==> src/rtl/cache_tag_write_ctrl.sv <==
// Write-port controller for a 4-way MOESI tag array: arbitrates snoop and core
// updates and sequences the LRU touch walk that rewrites a set one way per cycle.
module cache_tag_write_ctrl #(
   parameter int  SETS      = 128,
   parameter int  WAYS      = 4,
   parameter int  TAG_WIDTH = 19,
   parameter int  LRU_BITS  = 2,
   localparam int SET_W     = $clog2(SETS),
   localparam int WAY_W     = $clog2(WAYS)
) (
   input  logic                                clk,
   input  logic                                rst_n,
   input  logic                                core_valid,
   output logic                                core_ready,
   input  logic [SET_W-1:0]                    core_set,
   input  logic [WAY_W-1:0]                    core_way,
   input  logic [TAG_WIDTH-1:0]                core_tag,
   input  logic                                core_vld,
   input  logic [2:0]                          core_state,
   input  logic                                core_touch,
   output logic                                core_done,
   input  logic                                snp_valid,
   output logic                                snp_ready,
   input  logic [SET_W-1:0]                    snp_set,
   input  logic [WAY_W-1:0]                    snp_way,
   input  logic                                snp_vld,
   input  logic [2:0]                          snp_state,
   output logic [SET_W-1:0]                    rd_set,
   input  logic [WAYS-1:0][TAG_WIDTH-1:0]      rd_tags,
   input  logic [WAYS-1:0]                     rd_valids,
   input  logic [WAYS-1:0][2:0]                rd_states,
   input  logic [WAYS-1:0][LRU_BITS-1:0]       rd_lru,
   output logic                                wr_en,
   output logic [SET_W-1:0]                    wr_set,
   output logic [WAY_W-1:0]                    wr_way,
   output logic [TAG_WIDTH-1:0]                wr_tag,
   output logic                                wr_valid,
   output logic [2:0]                          wr_state,
   output logic [LRU_BITS-1:0]                 wr_lru,
   output logic                                busy
);

   // Handshake: a request transfers in any cycle where its valid and ready are
   // both high; ready is combinational from valid and is never high without it.
   typedef enum logic {ST_IDLE = 1'b0, ST_WALK = 1'b1} state_t;

   localparam logic [LRU_BITS-1:0] AGE_MAX  = {LRU_BITS{1'b1}};
   localparam logic [WAY_W-1:0]    LAST_WAY = WAY_W'(WAYS - 1);

   state_t                          state_q, state_d;
   logic [WAY_W-1:0]                cnt_q, cnt_d;
   logic                            done_q, done_d;
   logic [SET_W-1:0]                snap_set_q, snap_set_d;
   logic [WAY_W-1:0]                snap_way_q, snap_way_d;
   logic [TAG_WIDTH-1:0]            snap_tag_q, snap_tag_d;
   logic                            snap_vld_q, snap_vld_d;
   logic [2:0]                      snap_state_q, snap_state_d;
   logic [WAYS-1:0][TAG_WIDTH-1:0]  snap_tags_q, snap_tags_d;
   logic [WAYS-1:0]                 snap_valids_q, snap_valids_d;
   logic [WAYS-1:0][2:0]            snap_states_q, snap_states_d;
   logic [WAYS-1:0][LRU_BITS-1:0]   snap_lru_q, snap_lru_d;
   logic [LRU_BITS-1:0]             ref_age_q, ref_age_d;

   logic                            snp_wr, core_wr, walk_wr, touch_acc;
   logic [LRU_BITS-1:0]             walk_age, aged;

   always_ff @(posedge clk or negedge rst_n) begin
      if (!rst_n) begin
         state_q       <= ST_IDLE;
         cnt_q         <= '0;
         done_q        <= 1'b0;
         snap_set_q    <= '0;
         snap_way_q    <= '0;
         snap_tag_q    <= '0;
         snap_vld_q    <= 1'b0;
         snap_state_q  <= '0;
         snap_tags_q   <= '0;
         snap_valids_q <= '0;
         snap_states_q <= '0;
         snap_lru_q    <= '0;
         ref_age_q     <= '0;
      end else begin
         state_q       <= state_d;
         cnt_q         <= cnt_d;
         done_q        <= done_d;
         snap_set_q    <= snap_set_d;
         snap_way_q    <= snap_way_d;
         snap_tag_q    <= snap_tag_d;
         snap_vld_q    <= snap_vld_d;
         snap_state_q  <= snap_state_d;
         snap_tags_q   <= snap_tags_d;
         snap_valids_q <= snap_valids_d;
         snap_states_q <= snap_states_d;
         snap_lru_q    <= snap_lru_d;
         ref_age_q     <= ref_age_d;
      end
   end

   always_comb begin
      state_d       = state_q;
      cnt_d         = cnt_q;
      done_d        = 1'b0;
      snap_set_d    = snap_set_q;
      snap_way_d    = snap_way_q;
      snap_tag_d    = snap_tag_q;
      snap_vld_d    = snap_vld_q;
      snap_state_d  = snap_state_q;
      snap_tags_d   = snap_tags_q;
      snap_valids_d = snap_valids_q;
      snap_states_d = snap_states_q;
      snap_lru_d    = snap_lru_q;
      ref_age_d     = ref_age_q;
      if (state_q == ST_IDLE) begin
         if (touch_acc) begin
            snap_set_d    = core_set;
            snap_way_d    = core_way;
            snap_tag_d    = core_tag;
            snap_vld_d    = core_vld;
            snap_state_d  = core_state;
            snap_tags_d   = rd_tags;
            snap_valids_d = rd_valids;
            snap_states_d = rd_states;
            snap_lru_d    = rd_lru;
            ref_age_d     = rd_lru[core_way];
            cnt_d         = '0;
            state_d       = ST_WALK;
         end
      end else if (walk_wr) begin
         cnt_d = cnt_q + 1'b1;
         if (cnt_q == LAST_WAY) begin
            state_d = ST_IDLE;
            done_d  = 1'b1;
         end
      end
   end

   always_comb begin
      snp_wr    = 1'b0;
      core_wr   = 1'b0;
      walk_wr   = 1'b0;
      touch_acc = 1'b0;
      rd_set    = snp_set;
      if (state_q == ST_IDLE && !snp_valid) rd_set = core_set;
      // Ways younger than the touched way age by one; older ones keep their age.
      walk_age = snap_lru_q[cnt_q];
      aged     = walk_age;
      if (walk_age < ref_age_q && walk_age != AGE_MAX) aged = walk_age + 1'b1;
      if (rst_n) begin
         if (state_q == ST_IDLE) begin
            if (snp_valid) snp_wr = 1'b1;
            else if (core_valid) begin
               if (core_touch) touch_acc = 1'b1;
               else            core_wr   = 1'b1;
            end
         end else if (snp_valid && snp_set != snap_set_q) begin
            snp_wr = 1'b1;
         end else begin
            walk_wr = 1'b1;
         end
      end
      snp_ready  = snp_wr;
      core_ready = core_wr | touch_acc;
      wr_set     = snp_set;
      wr_way     = snp_way;
      wr_tag     = rd_tags[snp_way];
      wr_valid   = snp_vld;
      wr_state   = snp_state;
      wr_lru     = rd_lru[snp_way];
      if (core_wr) begin
         wr_set   = core_set;
         wr_way   = core_way;
         wr_tag   = core_tag;
         wr_valid = core_vld;
         wr_state = core_state;
         wr_lru   = rd_lru[core_way];
      end else if (walk_wr) begin
         wr_set = snap_set_q;
         wr_way = cnt_q;
         if (cnt_q == snap_way_q) begin
            wr_tag   = snap_tag_q;
            wr_valid = snap_vld_q;
            wr_state = snap_state_q;
            wr_lru   = '0;
         end else begin
            wr_tag   = snap_tags_q[cnt_q];
            wr_valid = snap_valids_q[cnt_q];
            wr_state = snap_states_q[cnt_q];
            wr_lru   = aged;
         end
      end
      wr_en     = snp_wr | core_wr | walk_wr;
      busy      = (state_q == ST_WALK);
      core_done = done_q;
   end

endmodule

==> config.mk <==
export PLATFORM = sky130hd
export DESIGN_NAME = cache_tag_write_ctrl
export DESIGN_NICKNAME = d
export VERILOG_FILES = /design/src/rtl/cache_tag_write_ctrl.sv
export SDC_FILE = /design/constraint.sdc
export NUM_CORES = 1
export LEC_CHECK = 0
export CORE_ASPECT_RATIO = 0.7
export CORE_MARGIN = 2
export CORE_UTILIZATION = 46
export CTS_CLUSTER_DIAMETER = 200
export DETAILED_ROUTE_END_ITERATION = 8
export GPL_ROUTABILITY_DRIVEN = 0
export PLACE_DENSITY = 0.88
export SLEW_MARGIN = 20
export SYNTH_ARGS = -nofsm -noshare
export SYNTH_HDL_FRONTEND = slang
export SYNTH_SLANG_ARGS = --single-unit
export TNS_END_PERCENT = 30
==> constraint.sdc <==
create_clock -name clk -period 2.26 [get_ports clk]
set_clock_uncertainty 0.05 [all_clocks]
set_input_delay 0.452 -clock clk [delete_from_list [all_inputs] [get_ports clk]]
set_output_delay 0.452 -clock clk [all_outputs]
set_load 0.01 [all_outputs]
After elaboration in Yosys (flattened, before gate mapping):

Index checks and enable logic that the tools add are counted.
W data, S select, Z words.

* flip-flop bits (word level): 138
* input port bits: 150
* logic and storage cells: 103

* add/subtract/negate cells: 2
* $lt $le $gt $ge: 4
* equal/unequal tests: 5
* muxes and demuxes: 59
* bitwise gates (word level): 4
* reduce and logical (&&, ||, !) cells: 7

Operator list (count)
* $mux W19: 5
* $bmux W19 S2: 2
* $mux W1: 28
* $mux W2: 12
* $mux W7: 3
* $bmux W2 S2: 3
* $mux W3: 4
* $lt A2 B3 Y1 const B: 3
* $ne A7 B7 Y1: 1
* $bmux W3 S2: 1
* $add A2 B1 Y2 const B: 2
* $reduce_and A2 Y1: 2
* $logic_and A1 B1 Y1: 3
* $or A1 B1 Y1: 3
* $bmux W1 S2: 1
* $eq A2 B2 Y1: 1
* $eq A2 B2 Y1 const B: 1
* $lt A2 B2 Y1: 1
* $ne A2 B1 Y1 const B: 1
* $ne A2 B2 Y1 const B: 1
* $reduce_bool A2 Y1: 1
* $logic_not A1 Y1: 1
* $not A1 Y1: 1

Longest topological paths before layout:

* depth in word-level cells: 8
* gate-level depth with buffers: 8
* depth with buffers taken out: 7

Least setup slack after synthesis:

Ideal clock, no wire load.

* path kind: flip-flop to output port
* from: register cnt_q[0]
* to: output port wr_lru[1]
* data arrival time: 1.924 ns
* data required time: 1.758 ns
* path slack: -0.166 ns
* stages on the path, launching flop included: 8
* path buffers: 1
* cell sequence: dfrtp_1 buf_6 mux4_2 ha_1 inv_1 o21ai_0 mux2i_1 o21ai_1

* word-level cells in the longest chain between the ends: 8

RTL lines
* from (decl): line 51 `logic [WAY_W-1:0] cnt_q, cnt_d;`
* from (signal assigned): line 84 `cnt_q <= cnt_d;`
* $bmux W2 S2: line 145 `walk_age = snap_lru_q[cnt_q];`
* $mux W2 (not written as such): line 145
* $lt A2 B2 Y1 / $ne A2 B2 Y1 (equally long branches): line 147 `if (walk_age < ref_age_q && walk_age != AGE_MAX) aged = walk_age + 1'b1;`
* $logic_and A1 B1 Y1: line 147
* $mux W2: line 147
* $mux W2 (*): line 179 `if (cnt_q == snap_way_q) begin`
* $mux W2 (*): line 176 `end else if (walk_wr) begin`
* $mux W2 (*): line 169 `if (core_wr) begin`
* to (decl): line 39 `output logic [LRU_BITS-1:0] wr_lru,`

Every way passes the cells marked *; elsewhere a longest branch is shown, timed or not. The select of a mux whose other input is x is not followed.

Final worst setup path:

Ends and elaborated chain as after synthesis.

==> out/qor.txt <==
htree depth -> 4
failing checks -> negative setup slack
syn nets -> 703
Tot GR Track Use -> 27.26%
Post-Synth Simple-Gate Area -> 6.368%
CP Data Arrival Time -> 2.38 ns
reg2reg setup slack -> 0.15 ns
TritonCTS clock tree -> yes
main combinational cell family by area after synthesis -> multiplexers
post-layout min period -> 2.887 ns
RSZ-0062 raised after global routing -> yes
area added between synthesis and finish -> 49.92%
FF+latch area -> 3455 um2
Critical Path End Type -> output port
P per Cell Area -> 1099 nW/um2
Via Count -> 6,199
worst slew pin tran -> 0.9842 ns
FF+latch count, synth -> 138
Ant. Diodes -> 0
post-synth top area cell -> dfrtp_1
max_cap viols -> 0
final setup violation count -> 36
clk buf depth -> 2
CTS clock-pin slew for the worst setup and hold paths -> 0.06 ns
multi-input logic area -> 4628 um2
DR WL/cell -> 22.24 um
FF-to-FF End -> cnt_q[0]
Synth Area in XOR/XNOR -> 0.9737%
non-filler cells, final -> 1,103
Core ar. -> 17,220 um2
dpl hpwl -> 15.96 mm
Cell variety after synth -> 32
Synth Area in Compound Gates -> 3.740%
largest net degree at the start of global routing -> 83
mux contribution to synthesized area -> 41.82%
I/O Pins -> 196
vias in the first global route -> 6,693
nets -> 1,012
register area share after synthesis -> 42.66%
Worst Path Max Fanout -> 4
first-pass GRT wire length -> 37.98 mm
most frequent cells in the layout -> 142 x clkdlybuf4s50_1, 137 x dfrtp_1, 127 x mux2_4
CP Class -> register to output port
commonest non-fill, non-tap cell in the layout -> clkdlybuf4s50_1
CTS root buffer -> clkbuf_16
Post-Syn Area per Cell -> 14.72 um2
Critical R2R Launch -> snap_set_q[0]
Clock Sink Count -> 138
reg2reg path depth -> 9
Initial DRC Count -> 459
Mapped Cells -> 550
worst IR drop on VDD -> 532.6 uV
HP Class -> primary input to async pin
gr ovfl total -> 0
Die X -> 162.6 um
Tcrit/Tclk final -> 127.7%
total power -> 0.01334 W
Pleak -> 5.897 nW
adder-cell area share of the yosys netlist -> 0.4637%
CP startpoint kind -> register
placed instance count -> 1,049
status -> finished with violations
Total Wirelength -> 24.53 mm
Req. time, crit path -> 1.76 ns
final-layout fill cell count -> 1,090
post-route ant nets -> 0
Die Y-Extent -> 115.0 um
initial antenna violation count -> 0
Slew Limit Fails -> 0
Worst-Skew Late Latency -> 0.42 ns
leading post-synthesis cells by cell area -> dfrtp_1 43%, mux2_4 24%, mux4_2 13%
# DRC -> 0
Cell Rows -> 40
fmax -> 346.4 MHz
layout cells sized above 1 -> 52.18%
Post-Syn Area -> 8095 um2
CTS Buf Count -> 17
Final Worst Setup Slack -> -0.6269 ns
Via density -> 5.620
Final Hold Vio Count -> 0
number of buffers added on ports -> 195
area share of the largest cell type after synthesis -> 42.66%
die area -> 18,690 um2
Initial Util -> 47.02%
TritonRoute pass-1 iters -> 5
Warnings, synthesis -> 0
slew margin rel. -> 34.17%
[per-stage QoR]
stage / util, % / TNS [ns] / area, um2 / hold WS (ns) / setup WS, ns
after floorplan: - / -0.1330 / 8122 / 0.1064 / -0.06910
after global placement: 64.63 / -47.12 / 11130 / 0.3988 / -0.8745
after detailed placement: 64.63 / -47.24 / 11130 / 0.3959 / -0.9107
after CTS: 70.25 / -17.70 / 12100 / 0.1440 / -0.6150
after global routing: 70.49 / -19.84 / 12140 / 0.1760 / -0.6985
final: 70.49 / -16.87 / 12140 / 0.1464 / -0.6269
[final cells by class]
type	instances	share of cell area, %
Sequential cell	138	28.46
Clock buffer	18	3.536
Clock inverter	14	1.031
Timing Repair Buffer	331	26.36
Inverter	3	0.09278
Multi-Input combinational cell	368	38.13
Tap cell	231	2.381
[routing by layer]
| layer | global-route usage, % | wire length (um) |
|---|---|---|
| met5 | 0 | 0 |
| met3 | 7.504 | 2036 |
| met4 | 8.201 | 352 |
| met2 | 44.65 | 11690 |
| met1 | 35.92 | 10450 |
[cells by family after synthesis]
kind of cell | count (synthesis)
multiplexers | 213
flip-flops | 138
AND/OR/NAND/NOR | 108
buffers and inverters | 44
AO/OA/AOI/OAI | 35
XOR/XNOR | 9
adder cells (fa/ha/maj) | 3
[registers in the layout (all words and copies together) (netlist names), 3 cells and up]
| name | count |
|---|---|
| snap_state_q | 3 |
| snap_lru_q | 8 |
| snap_tags_q | 76 |
| snap_set_q | 7 |
| snap_valids_q | 4 |
| snap_tag_q | 19 |
| snap_states_q | 12 |
[worst max-delay path by stage]
stage          depth (start not counted)        from          to  slack (ns)
3_5_place_dp                           7  snp_set[6]  wr_tag[16]       -0.91
4_1_cts                                7    cnt_q[0]   wr_lru[1]       -0.62
5_1_grt                                7    cnt_q[0]   wr_lru[1]       -0.70
6_report                               7    cnt_q[0]   wr_lru[1]       -0.63
2_1_floorplan                          7    cnt_q[0]   wr_lru[1]       -0.07
3_3_place_gp                           7  snp_set[6]  wr_tag[16]       -0.87
[synth_stat cells]
cell type and n:
buf_2 11, o31ai_1 1, o211ai_1 15, a2bb2oi_1 1, a41oi_1 1, and3_4 1, mux2_4 127, dfrtp_1 138
and2_1 1, nand2_2 2, xor2_1 6, mux4_2 48, nand2_1 49, mux2i_1 24, nand3_1 46, nand4b_1 1
nor4_4 1, buf_4 2, o21ai_0 5, a31oi_4 1, nor2_1 3, xnor2_1 3, nor2_4 1, o211ai_2 8
clkbuf_1 10, buf_6 18, o21ai_1 2, ha_1 3, inv_1 3, nor2b_1 3, mux2_2 14, a31o_2 1
[repair_timing]
| item | 4_1_cts | 5_1_grt |
|---|---|---|
| resized for setup | 209 | 23 |
| cloned | 5 | 0 |
| endpoints found under the setup margin | 44 | 43 |
| buffers inserted | 13 | 5 |
| pin swaps | 38 | 18 |
| hold buffers | 2 | 0 |
| endpoints found under the hold margin | 21 | 0 |
[where the power goes]
part / internal, W / switching (W)
Combinational: 0.00391 / 0.00252
Sequential: 0.00356 / 0.000741
Clock: 0.00152 / 0.00110
[critical path, stage by stage (launching register included)]
cell	delay [ns]
dfrtp_2	0.41
mux4_2	0.59
ha_4	0.32
inv_2	0.04
o21ai_2	0.15
mux2i_1	0.25
o21ai_1	0.08
buf_2	0.14
No activity file was read; power rests on OpenSTA's default activity.
